<file path="src/rtl/arp_rx_multi.sv">
// ARP receiver on a GMII byte stream: preamble, Ethernet/802.1Q header, ARP body,
// target-IP lookup across IP_NUM local addresses, saturating malformed-frame counter.
// Ports:
//   clk, rst_n (async, active-low)
//   gmii_rx_dv, gmii_rxd[7:0] : receive stream
//   local_ip[32*IP_NUM-1:0]   : local IP table, entry i at [32*i+31:32*i]
//   arp_rx_done               : one-cycle pulse per accepted packet
//   arp_rx_type               : 0 request, 1 reply
//   src_mac, src_ip           : sender addresses of last accepted packet
//   ip_idx                    : lowest matching local_ip index
//   err_cnt                   : saturating malformed-frame count
module arp_rx_multi #(
   parameter logic [47:0] BOARD_MAC = 48'h00_11_22_33_44_55,
   parameter int          IP_NUM    = 4,
   parameter bit          VLAN_EN   = 1'b1,
   parameter int          IDX_W     = 3
) (
   input  logic                   clk,
   input  logic                   rst_n,
   input  logic                   gmii_rx_dv,
   input  logic [7:0]             gmii_rxd,
   input  logic [32*IP_NUM-1:0]   local_ip,
   output logic                   arp_rx_done,
   output logic                   arp_rx_type,
   output logic [47:0]            src_mac,
   output logic [31:0]            src_ip,
   output logic [IDX_W-1:0]       ip_idx,
   output logic [15:0]            err_cnt
);

   typedef enum logic [2:0] {
      S_IDLE, S_PRE, S_ETH, S_VLAN, S_ARP, S_WAIT
   } state_t;

   state_t           r_state;
   state_t           w_state_nx;
   logic [4:0]       r_cnt;
   logic             r_armed;
   logic             r_dst_bc;
   logic             r_dst_me;
   logic [7:0]       r_type_hi;
   logic             r_oper;
   logic [47:0]      r_smac;
   logic [31:0]      r_sip;
   logic [23:0]      r_tip;
   logic [15:0]      r_err_cnt;
   logic             w_err;
   logic             w_done;
   logic             w_fmt_bad;
   logic             w_bc_nx;
   logic             w_me_nx;
   logic [7:0]       w_mac_byte;
   logic [15:0]      w_type;
   logic [31:0]      w_tip;
   logic             w_hit;
   logic [IDX_W-1:0] w_hit_idx;

   assign err_cnt = r_err_cnt;
   assign w_type  = {r_type_hi, gmii_rxd};
   assign w_tip   = {r_tip, gmii_rxd};

   // BOARD_MAC byte expected at ETH byte r_cnt (MSB first)
   assign w_mac_byte = 8'(BOARD_MAC >> (6'd40 - {r_cnt[2:0], 3'b000}));

   // destination match flags including the byte on the bus
   assign w_bc_nx = ((r_cnt == 5'd0) | r_dst_bc) & (gmii_rxd == 8'hFF);
   assign w_me_nx = ((r_cnt == 5'd0) | r_dst_me) & (gmii_rxd == w_mac_byte);

   // descending scan so the lowest matching index is left standing
   always_comb begin
      w_hit     = 1'b0;
      w_hit_idx = '0;
      for (int i = IP_NUM - 1; i >= 0; i--) begin
         if (local_ip[32*i +: 32] == w_tip) begin
            w_hit     = 1'b1;
            w_hit_idx = IDX_W'(i);
         end
      end
   end

   always_comb begin
      w_fmt_bad = 1'b0;
      unique case (r_cnt)
         5'd0, 5'd3, 5'd6: w_fmt_bad = (gmii_rxd != 8'h00);
         5'd1:    w_fmt_bad = (gmii_rxd != 8'h01);
         5'd2:    w_fmt_bad = (gmii_rxd != 8'h08);
         5'd4:    w_fmt_bad = (gmii_rxd != 8'h06);
         5'd5:    w_fmt_bad = (gmii_rxd != 8'h04);
         5'd7:    w_fmt_bad = (gmii_rxd != 8'h01) && (gmii_rxd != 8'h02);
         default: w_fmt_bad = 1'b0;
      endcase
   end

   always_comb begin
      w_state_nx = r_state;
      w_err      = 1'b0;
      w_done     = 1'b0;
      unique case (r_state)
         S_IDLE: begin
            // r_armed keeps a mid-frame 0x55 after reset from starting a frame
            if (gmii_rx_dv && r_armed && gmii_rxd == 8'h55)
               w_state_nx = S_PRE;
         end
         S_PRE: begin
            if (!gmii_rx_dv) begin
               w_state_nx = S_IDLE;
               w_err      = 1'b1;
            end else if (r_cnt < 5'd6) begin
               if (gmii_rxd != 8'h55) begin
                  w_state_nx = S_WAIT;
                  w_err      = 1'b1;
               end
            end else if (gmii_rxd == 8'hD5) begin
               w_state_nx = S_ETH;
            end else begin
               w_state_nx = S_WAIT;
               w_err      = 1'b1;
            end
         end
         S_ETH: begin
            if (!gmii_rx_dv) begin
               w_state_nx = S_IDLE;
               w_err      = 1'b1;
            end else if (r_cnt == 5'd5 && !w_bc_nx && !w_me_nx) begin
               w_state_nx = S_WAIT;
            end else if (r_cnt == 5'd13) begin
               if (w_type == 16'h0806)
                  w_state_nx = S_ARP;
               else if (VLAN_EN && w_type == 16'h8100)
                  w_state_nx = S_VLAN;
               else
                  w_state_nx = S_WAIT;
            end
         end
         S_VLAN: begin
            if (!gmii_rx_dv) begin
               w_state_nx = S_IDLE;
               w_err      = 1'b1;
            end else if (r_cnt == 5'd3) begin
               w_state_nx = (w_type == 16'h0806) ? S_ARP : S_WAIT;
            end
         end
         S_ARP: begin
            if (!gmii_rx_dv) begin
               w_state_nx = S_IDLE;
               w_err      = 1'b1;
            end else if (w_fmt_bad) begin
               w_state_nx = S_WAIT;
               w_err      = 1'b1;
            end else if (r_cnt == 5'd27) begin
               w_state_nx = S_WAIT;
               w_done     = w_hit;
            end
         end
         S_WAIT: begin
            if (!gmii_rx_dv)
               w_state_nx = S_IDLE;
         end
         default: w_state_nx = S_IDLE;
      endcase
   end

   always_ff @(posedge clk or negedge rst_n) begin
      if (!rst_n) begin
         r_state <= S_IDLE;
         r_cnt   <= '0;
         r_armed <= 1'b0;
      end else begin
         r_state <= w_state_nx;
         r_armed <= r_armed | ~gmii_rx_dv;
         if (w_state_nx != r_state)
            r_cnt <= '0;
         else if (gmii_rx_dv && r_cnt != 5'd31)
            r_cnt <= r_cnt + 5'd1;
      end
   end

   always_ff @(posedge clk or negedge rst_n) begin
      if (!rst_n) begin
         r_dst_bc  <= 1'b0;
         r_dst_me  <= 1'b0;
         r_type_hi <= '0;
         r_oper    <= 1'b0;
         r_smac    <= '0;
         r_sip     <= '0;
         r_tip     <= '0;
      end else if (gmii_rx_dv) begin
         r_type_hi <= gmii_rxd;
         if (r_state == S_ETH) begin
            r_dst_bc <= w_bc_nx;
            r_dst_me <= w_me_nx;
         end
         if (r_state == S_ARP) begin
            if (r_cnt == 5'd7)
               r_oper <= (gmii_rxd == 8'h02);
            if (r_cnt >= 5'd8 && r_cnt <= 5'd13)
               r_smac <= {r_smac[39:0], gmii_rxd};
            if (r_cnt >= 5'd14 && r_cnt <= 5'd17)
               r_sip <= {r_sip[23:0], gmii_rxd};
            if (r_cnt >= 5'd24 && r_cnt <= 5'd26)
               r_tip <= {r_tip[15:0], gmii_rxd};
         end
      end
   end

   always_ff @(posedge clk or negedge rst_n) begin
      if (!rst_n) begin
         arp_rx_done <= 1'b0;
         arp_rx_type <= 1'b0;
         src_mac     <= '0;
         src_ip      <= '0;
         ip_idx      <= '0;
         r_err_cnt   <= '0;
      end else begin
         arp_rx_done <= w_done;
         if (w_done) begin
            arp_rx_type <= r_oper;
            src_mac     <= r_smac;
            src_ip      <= r_sip;
            ip_idx      <= w_hit_idx;
         end
         if (w_err && r_err_cnt != 16'hFFFF)
            r_err_cnt <= r_err_cnt + 16'd1;
      end
   end

endmodule

</file>
<file path="config.mk">
export PLATFORM = sky130hd
export DESIGN_NAME = arp_rx_multi
export DESIGN_NICKNAME = d
export VERILOG_FILES = /design/src/rtl/arp_rx_multi.sv
export SDC_FILE = /design/constraint.sdc
export NUM_CORES = 1
export LEC_CHECK = 0
export CAP_MARGIN = 20
export CORE_ASPECT_RATIO = 1.1
export CORE_MARGIN = 2
export CORE_UTILIZATION = 35
export CTS_BUF_LIST = sky130_fd_sc_hd__clkbuf_4
export CTS_CLUSTER_DIAMETER = 80
export DETAILED_ROUTE_END_ITERATION = 8
export GPL_ROUTABILITY_DRIVEN = 0
export HOLD_SLACK_MARGIN = 0.03
export PLACE_DENSITY = 0.6
export SETUP_SLACK_MARGIN = 0.15
export SYNTH_ARGS = -nofsm -noshare
export SYNTH_HDL_FRONTEND = slang
export SYNTH_SLANG_ARGS = --single-unit
</file>
<file path="constraint.sdc">
create_clock -name clk -period 2.44 [get_ports clk]
set_input_delay 0.244 -clock clk [delete_from_list [all_inputs] [get_ports clk]]
set_output_delay 0.244 -clock clk [all_outputs]
set_load 0.1 [all_outputs]
</file>
==> results of run 1 <==
per-layer routing:
metal | share of wire (%) | up-vias | routed length, µm | GRT usage [%]
met5 | 0 | - | 0 | 0
met4 | 1.3 | 0 | 401 | 4.98
met3 | 4.9 | 35 | 1550 | 3.32
met2 | 51 | 231 | 15900 | 32.3
met1 | 43 | 4144 | 13600 | 25.0
li1 | - | 3885 | - | -
power groups by stage:
| stage | registers [W] | logic, W | clock network, W |
|---|---|---|---|
| 2_1_floorplan | 0.00441 | 0.000907 | 0 |
| 3_3_place_gp | 0.00401 | 0.00221 | 0 |
| 3_5_place_dp | 0.00401 | 0.00223 | 0 |
| 4_1_cts | 0.00393 | 0.00280 | 0.00327 |
| 5_1_grt | 0.00395 | 0.00314 | 0.00344 |
| 6_report | 0.00394 | 0.00297 | 0.00313 |
cell families after synthesis:
| kind of cell | count (synthesis) | share of synthesized area (%) |
|---|---|---|
| adders and majority gates | 13 | 1.49 |
| AOI/OAI and AO/OA | 48 | 3.18 |
| other | 1 | 0.0343 |
| xor gates and xnor gates | 148 | 11.9 |
| and+or+nand+nor | 165 | 8.63 |
| buffers and inverters | 75 | 3.15 |
| muxes | 198 | 20.4 |
| DFF | 224 | 51.3 |
how the worst max path moves through the flow:
| stage | endpoint | slack (ns) | from |
|---|---|---|---|
| after floorplan | err_cnt[1] | 0.13 | err_cnt[3] |
| after global placement | src_mac[45] | -0.63 | gmii_rxd[1] |
| after detailed placement | src_mac[19] | -0.66 | gmii_rxd[1] |
| after CTS | src_mac[8] | -0.10 | r_tip[11] |
| after global routing | src_mac[14] | -0.25 | r_tip[11] |
| final | src_mac[22] | -0.15 | r_tip[12] |
metrics by stage:
stage,std cells,hold WS (ns),TNS [ns],total power [W]
6_report,1719,0.116,-12.54,0.0100
5_1_grt,1719,0.0859,-21.75,0.0105
4_1_cts,1700,0.0681,-5.55,0.0100
3_5_place_dp,1573,0.208,-67.04,0.00624
3_3_place_gp,1573,0.213,-63.05,0.00622
2_1_floorplan,872,-0.0516,0,0.00532
cell usage after synthesis (all sizes together), types with 3 or more instances:
cell type	count
dfrtp	224
mux2	194
xnor2	125
nand4	37
clkbuf	36
buf	29
nand2	25
nor2	24
xor2	23
nor4	18
nand3	14
nor3	14
ha	13
a21oi	11
inv	10
nand2b	10
a31oi	6
o21ai	6
and3	4
mux2i	4
or3	3
state kept, by name, summed over array words and instances (netlist names), 2 cells and up:
name       flops
r_smac        48
ip_idx         2
r_cnt          5
src_ip        32
r_type_hi      8
err_cnt       16
r_state        3
src_mac       48
r_tip         24
r_sip         32
cell type report:
type                       instances  area [µm²]
inverter                          10        45.0
antenna                            1        2.50
clock buffer                      85         638
tap                              414         518
multi-input combinational        573        5910
sequential                       224        5630
fill                            2603       13900
timing repair buffer             401        3900
clock inverter                    11        75.1
cell usage in the layout, fill, tap and decap left out, drive strengths merged, types with 11 or more instances in the layout:
cell type and n:
dfrtp 224, nand3 14, clkdlybuf4s50 137, ha 13
nand2 25, nand4 37, buf 260, nor2 24
mux2 194, nor4 18, xor2 23, xnor2 125
nor3 14, clkbuf 88, a21oi 11
timing repair:
| item | CTS | global route |
|---|---|---|
| gates cloned | 6 | 4 |
| gates resized for setup | 157 | 62 |
| buffers inserted | 25 | 14 |
| pin swaps | 67 | 21 |
| endpoints found under the setup margin | 151 | 154 |
| endpoints found under the hold margin | 224 | 0 |
| hold buffers | 1 | 0 |
worst max-delay path, delay by kind of cell (launching register included):
family | cells | cell delay, ns
buf+inv | 5 | 0.69
flops | 1 | 0.43
compound gates | 1 | 0.25
simple gates | 3 | 0.64
xor+xnor | 1 | 0.13
mux | 1 | 0.32
==> metrics.yaml, run 1 <==
firstDrtPassIters: 4
finalCritPeriodShare_pct: 106
crit_type: "reg2reg"
dpl-instance-area_mm2: 0.0144
vias_per_cell: 4.83
totalWireLength_um: 31500
clk_latency_ns: 0.65
critPathCaptureType: "flip-flop"
finalHoldViolations: 0
fin_nets: 1418
cp.required_ns: 2.95
combinationalPowerShare_pct: 29.6
p_sw_share_pct: 31.8
grt_pass1_vias: 8724
cp_data_arrival_time_ns: 3.10
p_seq_share_pct: 39.2
layout-drive-gt1-share_pct: 46.5
post-place-ws_ns: -0.657
synth_fp_nets: 1024
die_area_mm2: 0.0327
status: "finished, violations left"
power.density_mw_per_mm2: 601
utilization_pct: 54.6
drcViolationCount: 0
fin_area_mm2: 0.0167
r2r-end: "src_mac[22]"
clock_skew_ns: 0.0299
initial_core_util_pct: 35.7
worst-r2r-setup-slack_ns: -0.15
hold_class: "in2async"
violations: "negative setup slack"
setup-violations-final: 134
r2r_cells: 11
max_freq_ghz: 0.386
netlist_area_mm2: 0.0109
wl_per_cell_um: 18.3
rsz0062_at_grt: "yes"
grt_pass1_wl_um: 48400
synth_area_per_cell_um2: 12.5
ys_seq_elements: 224
switchingPower_w: 0.00319
seq_area_frac_synth_pct: 51.3
initialDrtViolationCount: 288
synth_warnings: 0
cts_tree: "done"
grt_start_max_net_pins: 78
antenna_found_initial: 1
cp_common_cell: "buf_6"
synth_edf_count: 0
clkSinkCount: 224
relSlewSlack_pct: 43.3
clockBufferDepth: 3
cap_violations: 0
syn_inst: 872
synthTopCellsByArea: "dfrtp_1 51%, mux2_1 13%, xnor2_1 10%"
grt_usage_pct: 19.0
drtAntennaViolNets: 0
grt_overflow: 0
peakVddDrop_mv: 0.529
portBuffers: 238
internal_power_w: 0.00685
design.core.area_mm2: 0.0306
hpwl_um: 22000
drv_slew: 0
power_frac_clock_pct: 31.2
dominantRegCellSynth: "dfrtp_1"
vias: 8295
h-tree-depth: 2
die_w_um: 172
yosysTopAreaCellShare_pct: 51.3
max_stage_delay_ns: 0.43
slowest_stage: "dfrtp_2"
power_leakage_nw: 7.91
ioPinCount: 240
cp_cell_sequence: "buf_6 > xnor2_2 > nand4_1 > nor4_4 > buf_4 > nand2_2 > a41oi_4 > buf_6 > buf_16 > buf_12 > mux2_1"
clockRootBuffer: "clkbuf_4"
synth_cell_types: 61
die_h_um: 189
row_count: 67
worst_pin_slew_ns: 0.849
synth_top_cell_by_area: "dfrtp_1"
crit_fanout: 8
fin_crit_ns: 2.59
timing.rr.start: "r_tip[12]"
clkTransAtPathRegs_ns: 0.07
postSynth.asyncResetShare_pct: 100
cts_made_buffers: 56
fin_ws_ns: -0.150
syn2layout_area_growth_pct: 52.9
start_kind: "flip-flop"
No activity file was read; power rests on OpenSTA's default activity.
==> run 2: changes to the inputs <==
CORE_UTILIZATION = 40   (was 35)
PLACE_DENSITY = 0.67   (was 0.6)
==> metrics.yaml, run 2 (synthesis gave the netlist of run 1 again) <==
cap_violations: 0  # unchanged
cp_data_arrival_time_ns: 3.09  # about the same
finalCritPeriodShare_pct: 105  # -0.93 points
hpwl_um: 21200  # -3.3%
ioPinCount: 240  # unchanged
multiInputGateArea_mm2: 0.00587  # -0.66%
critPathCaptureType: "flip-flop"
utilization_pct: 60.3  # +5.7 points
cp.required_ns: 2.96  # about the same
crit_fanout: 23  # +15
row_count: 63  # -6.0%
crit_type: "reg2reg"
combinationalPowerShare_pct: 29.1  # -0.5 points
die_w_um: 162  # -6.3%
clock_skew_ns: 0.0230  # -0.00689 ns
startpoint: "r_tip[3]"
layoutNonFillerInstCount: 1640  # -4.6%
clockRootBuffer: "clkbuf_4"
vias: 8143  # -1.8%
internal_power_w: 0.00676  # -1.4%
fin_ws_ns: -0.127  # +0.0227 ns
worst_pin_slew_ns: 0.824  # -0.0252 ns
fin_nets: 1390  # -2.0%
drtAntennaViolNets: 0  # unchanged
grt_usage_pct: 20.5  # +1.5 points
finalHoldViolations: 0  # unchanged
peakVddDrop_mv: 0.347  # -34%
syn2layout_area_growth_pct: 48.3
fill_cells: 2166  # -17%
r2r-end: "src_mac[17]"
violations: "negative setup slack"
die_h_um: 177  # -6.3%
status: "finished, violations left"
initial_core_util_pct: 40.7  # +4.9 points
timing.rr.start: "r_tip[3]"
vias_per_cell: 4.97  # +2.9%
most-common-layout-cells: "206 x dfrtp_1, 200 x buf_4, 137 x clkdlybuf4s50_1"
layout-drive-gt1-share_pct: 44.3  # -2.2 points
cts_made_buffers: 56  # unchanged
reg_top3: "r_smac x48, src_mac x48"
wl_per_cell_um: 18.5  # +0.97%
p_seq_share_pct: 39.9  # +0.7 points
start_kind: "flip-flop"
switchingPower_w: 0.00321  # +0.61%
place_inst: 1507  # -4.2%
worst-r2r-setup-slack_ns: -0.13  # +0.02 ns
totalWireLength_um: 30300  # -3.7%
grt_overflow: 0  # unchanged
design.core.area_mm2: 0.0269  # -12%
firstDrtPassIters: 4  # unchanged
portBuffers: 238  # unchanged
clkSinkCount: 224  # unchanged
grt_pass1_wl_um: 45900  # -5.1%
clk_latency_ns: 0.65  # about the same
clkTransAtPathRegs_ns: 0.07  # about the same
clockBufferDepth: 3  # unchanged
initialDrtViolationCount: 364  # +26%
worstSetupEndpoint: "src_mac[17]"
power_frac_clock_pct: 31.0  # -0.2 points
h-tree-depth: 2  # unchanged
power_leakage_nw: 7.63  # -3.5%
regArea_mm2: 0.00563  # unchanged
drv_slew: 0  # unchanged
p_sw_share_pct: 32.2  # +0.43 points
grt_start_max_net_pins: 84  # +7.7%
max_freq_ghz: 0.390  # +0.88%
r2r_cells: 9  # -2
power.density_mw_per_mm2: 615  # +2.4%
post-place-ws_ns: -0.598  # +0.0594 ns
drcViolationCount: 0  # unchanged
rsz0062_at_grt: "yes"
grt_pass1_vias: 8460  # -3.0%
mostFrequentLayoutCell: "dfrtp_1"
fin_crit_ns: 2.57  # -0.0227 ns
setup-violations-final: 87  # -35%
hold_class: "in2async"
die_area_mm2: 0.0287  # -12%
relSlewSlack_pct: 45.0  # +1.7 points
antenna_found_initial: 2  # +1
cts_tree: "done"
run 2: power groups by stage:
stage | clock [W] | combinational, W | sequential (W)
floorplan | 0 | 0.000907 | 0.00441
global placement | 0 | 0.00218 | 0.00402
detailed placement | 0 | 0.00220 | 0.00403
CTS | 0.00321 | 0.00268 | 0.00397
global route | 0.00342 | 0.00306 | 0.00399
finish | 0.00309 | 0.00290 | 0.00397
run 2: cell type report:
class | count | share of cell area (%)
inverters | 10 | 0.262
well taps | 357 | 2.76
clock buffers | 81 | 3.75
flip-flops and latches | 224 | 34.7
repair buffers | 373 | 21.6
diodes | 2 | 0.0309
clock inverters | 20 | 0.656
multi-input cells | 573 | 36.2
run 2: what timing repair did:
item                                    4_1_cts  5_1_grt
setup buffers                                13       12
hold endpoints to repair                     79        0
hold buffers                                  1        0
pin swaps                                    44       39
cloned                                        2        2
gates resized for setup                      80      119
endpoints found under the setup margin      150      105
run 2: metal layers:
metal / vias to the layer above / routed length, µm / track usage [%]
li1: 3833 / - / -
met1: 4047 / 13100 / 26.0
met2: 228 / 15200 / 35.2
met3: 35 / 1400 / 4.18
met4: 0 / 580 / 6.70
met5: - / 0 / 0
run 2: through the flow:
| step | setup TNS, ns | hold WS [ns] | total power (W) | cell area (µm²) |
|---|---|---|---|---|
| detailed placement | -58.47 | 0.291 | 0.00623 | 14200 |
| finish | -7.06 | 0.185 | 0.00997 | 16200 |
| global placement | -60.63 | 0.291 | 0.00620 | 14200 |
| CTS | -7.01 | 0.158 | 0.00986 | 15500 |
| global route | -13.50 | 0.206 | 0.0105 | 16200 |
| floorplan | 0 | -0.0516 | 0.00532 | 11000 |
run 2: critical path: stages, from the launching register on:
cell,delay [ns]
dfrtp_1,0.40
buf_6,0.14
xor2_2,0.18
nor4_4,0.35
buf_4,0.18
nand4_1,0.16
a41oi_4,0.31
buf_12,0.21
buf_12,0.19
mux2_1,0.34
run 2: how the worst min path moves through the flow:
stage	from	endpoint	slack [ns]	cells past startpoint
detailed placement	rst_n	src_ip[20]	0.29	1
floorplan	rst_n	arp_rx_done	-0.05	0
finish	rst_n	src_ip[27]	0.18	2
global route	rst_n	src_mac[31]	0.21	2
global placement	rst_n	src_ip[30]	0.29	1
CTS	rst_n	r_sip[28]	0.16	2
==> run 3: changes to the inputs <==
CTS_CLUSTER_SIZE = 14   (was not set)
SKIP_CTS_REPAIR_TIMING = 1   (was not set)
==> metrics.yaml, run 3 (synthesis gave the netlist of run 1 again) <==
clockRootBuffer: "clkbuf_4"
clk_latency_ns: 0.64  # about the same
dpl-instance-area_mm2: 0.0142  # unchanged
initialDrtViolationCount: 429  # +18%
switchingPower_w: 0.00282  # -12%
worst_pin_slew_ns: 0.828  # +0.00415 ns
combinationalPowerShare_pct: 32.8  # +3.7 points
syn2layout_area_growth_pct: 44.5
grt_overflow: 0  # unchanged
hold_class: "in2async"
internal_power_w: 0.00540  # -20%
grt_pass1_vias: 7862  # -7.1%
design.core.area_mm2: 0.0269  # unchanged
drcViolationCount: 0  # unchanged
antenna_found_initial: 3  # +1
relSlewSlack_pct: 44.7  # -0.28 points
drtAntennaViolNets: 0  # unchanged
clkTransAtPathRegs_ns: 0.18  # +0.11 ns
die_h_um: 177  # unchanged
clock_skew_ns: 0.0444  # +0.0213 ns
finalHoldViolations: 0  # unchanged
p_sw_share_pct: 34.3  # +2.1 points
die_w_um: 162  # unchanged
violations: "negative setup slack"
initial_core_util_pct: 40.7  # unchanged
crit_fanout: 11  # -52%
cp.required_ns: 2.94  # -0.02 ns
grt_pass1_wl_um: 43700  # -4.9%
h-tree-depth: 1  # -1
cp_data_arrival_time_ns: 3.12  # +0.03 ns
p_total_w: 0.00822  # -18%
utilization_pct: 58.8  # -1.5 points
power.density_mw_per_mm2: 520  # -15%
fin_area_mm2: 0.0158  # -2.6%
setup-violations-final: 88  # +1.1%
fin_crit_ns: 2.62  # +0.0539 ns
portBuffers: 238  # unchanged
totalWireLength_um: 30400  # +0.43%
die_area_mm2: 0.0287  # unchanged
ioPinCount: 240  # unchanged
critPathCaptureType: "flip-flop"
p_seq_share_pct: 48.3  # +8.4 points
grt_usage_pct: 19.4  # -1.1 points
grt_start_max_net_pins: 84  # unchanged
row_count: 63  # unchanged
clkSinkCount: 224  # unchanged
fill_cells: 2206  # +1.8%
reg_top3: "r_smac x48, src_mac x48"
fin_nets: 1357  # -2.4%
firstDrtPassIters: 4  # unchanged
max_freq_ghz: 0.381  # -2.1%
layout-drive-gt1-share_pct: 43.2  # -1.0 points
cts_tree: "done"
crit_type: "reg2reg"
drv_slew: 0  # unchanged
cts_made_buffers: 19  # -66%
post-place-ws_ns: -0.598  # unchanged
rsz0062_at_grt: "yes"
hpwl_um: 21200  # unchanged
power_frac_clock_pct: 18.9  # -12 points
fin_ws_ns: -0.181  # -0.0539 ns
status: "finished, violations left"
vias_per_cell: 5.05  # +1.8%
mostFrequentLayoutCell: "dfrtp_1"
finalCritPeriodShare_pct: 107  # +2.2 points
vias: 7915  # -2.8%
peakVddDrop_mv: 0.380  # +9.7%
start_kind: "flip-flop"
cap_violations: 0  # unchanged
most-common-layout-cells: "206 x dfrtp_1, 202 x buf_4, 137 x clkdlybuf4s50_1"
clockBufferDepth: 3  # unchanged
power_leakage_nw: 7.37  # -3.4%
wl_per_cell_um: 19.4  # +5.2%
## run 3: changes by cell type in the layout (fill, tap and decap cells not counted), sizes merged
cell      previous run  this run
clkinv              17         0
bufinv               1         0
clkbuf              83        32
buf                233       230
inv                 11        10
clkinvlp             1         0
## run 3: metal layers
metal / up-vias / global-route usage (%) / share of wire [%]
met4: 2 / 4.61 / 1.9
li1: 3719 / - / -
met2: 215 / 33.7 / 50
met3: 39 / 3.20 / 4.9
met1: 3940 / 25.5 / 43
met5: - / 0 / 0.043
## run 3: layout make-up
cell class / instances / area (µm²) / area share (%)
Clock buffer: 23 / 173 / 1.09
Sequential cell: 224 / 5630 / 35.6
Multi-Input combinational cell: 573 / 5910 / 37.4
Inverter: 10 / 42.5 / 0.269
Antenna cell: 2 / 5.00 / 0.0317
Timing Repair Buffer: 377 / 3590 / 22.7
Tap cell: 357 / 447 / 2.83
## run 3: path summary, 6_finish.rpt
| kind | start | endpoint | slack [ns] | cells after the start |
|---|---|---|---|---|
| worst max register to register | r_tip[3] | src_mac[29] | -0.18 | 9 |
| worst min-delay path | rst_n | r_type_hi[0] | 0.19 | 2 |
| min in group clk | gmii_rxd[0] | r_type_hi[0] | 0.41 | 3 |
| worst max-delay path | r_tip[3] | src_mac[29] | -0.18 | 9 |
| worst min register to register | r_armed | r_armed | 0.47 | 1 |
| max in group asynchronous | rst_n | src_ip[6] | 1.48 | 3 |
## run 3: power by group through the flow
stage,registers [W],clock network [W],logic (W)
after detailed placement,0.00403,0,0.00220
after floorplan,0.00441,0,0.000907
after global routing,0.00399,0.00178,0.00286
after CTS,0.00396,0.00164,0.00221
after global placement,0.00402,0,0.00218
final,0.00397,0.00155,0.00270
## run 3: stage by stage
step | setup TNS [ns] | std cells | hold WS [ns]
2_1_floorplan | 0 | 872 | -0.0516
3_3_place_gp | -60.63 | 1507 | 0.291
3_5_place_dp | -58.47 | 1507 | 0.291
4_1_cts | -27.47 | 1530 | -0.436
5_1_grt | -18.27 | 1566 | 0.202
6_report | -10.78 | 1566 | 0.186
## run 3: worst max-delay path, cell delays in order, from the launching register on
cell and delay [ns]:
dfrtp_1 0.43, buf_6 0.14, xor2_2 0.18, nor4_4 0.34, buf_4 0.18, nand4_1 0.16, a41oi_4 0.31, buf_12 0.22
clkbuf_16 0.20, mux2_1 0.33
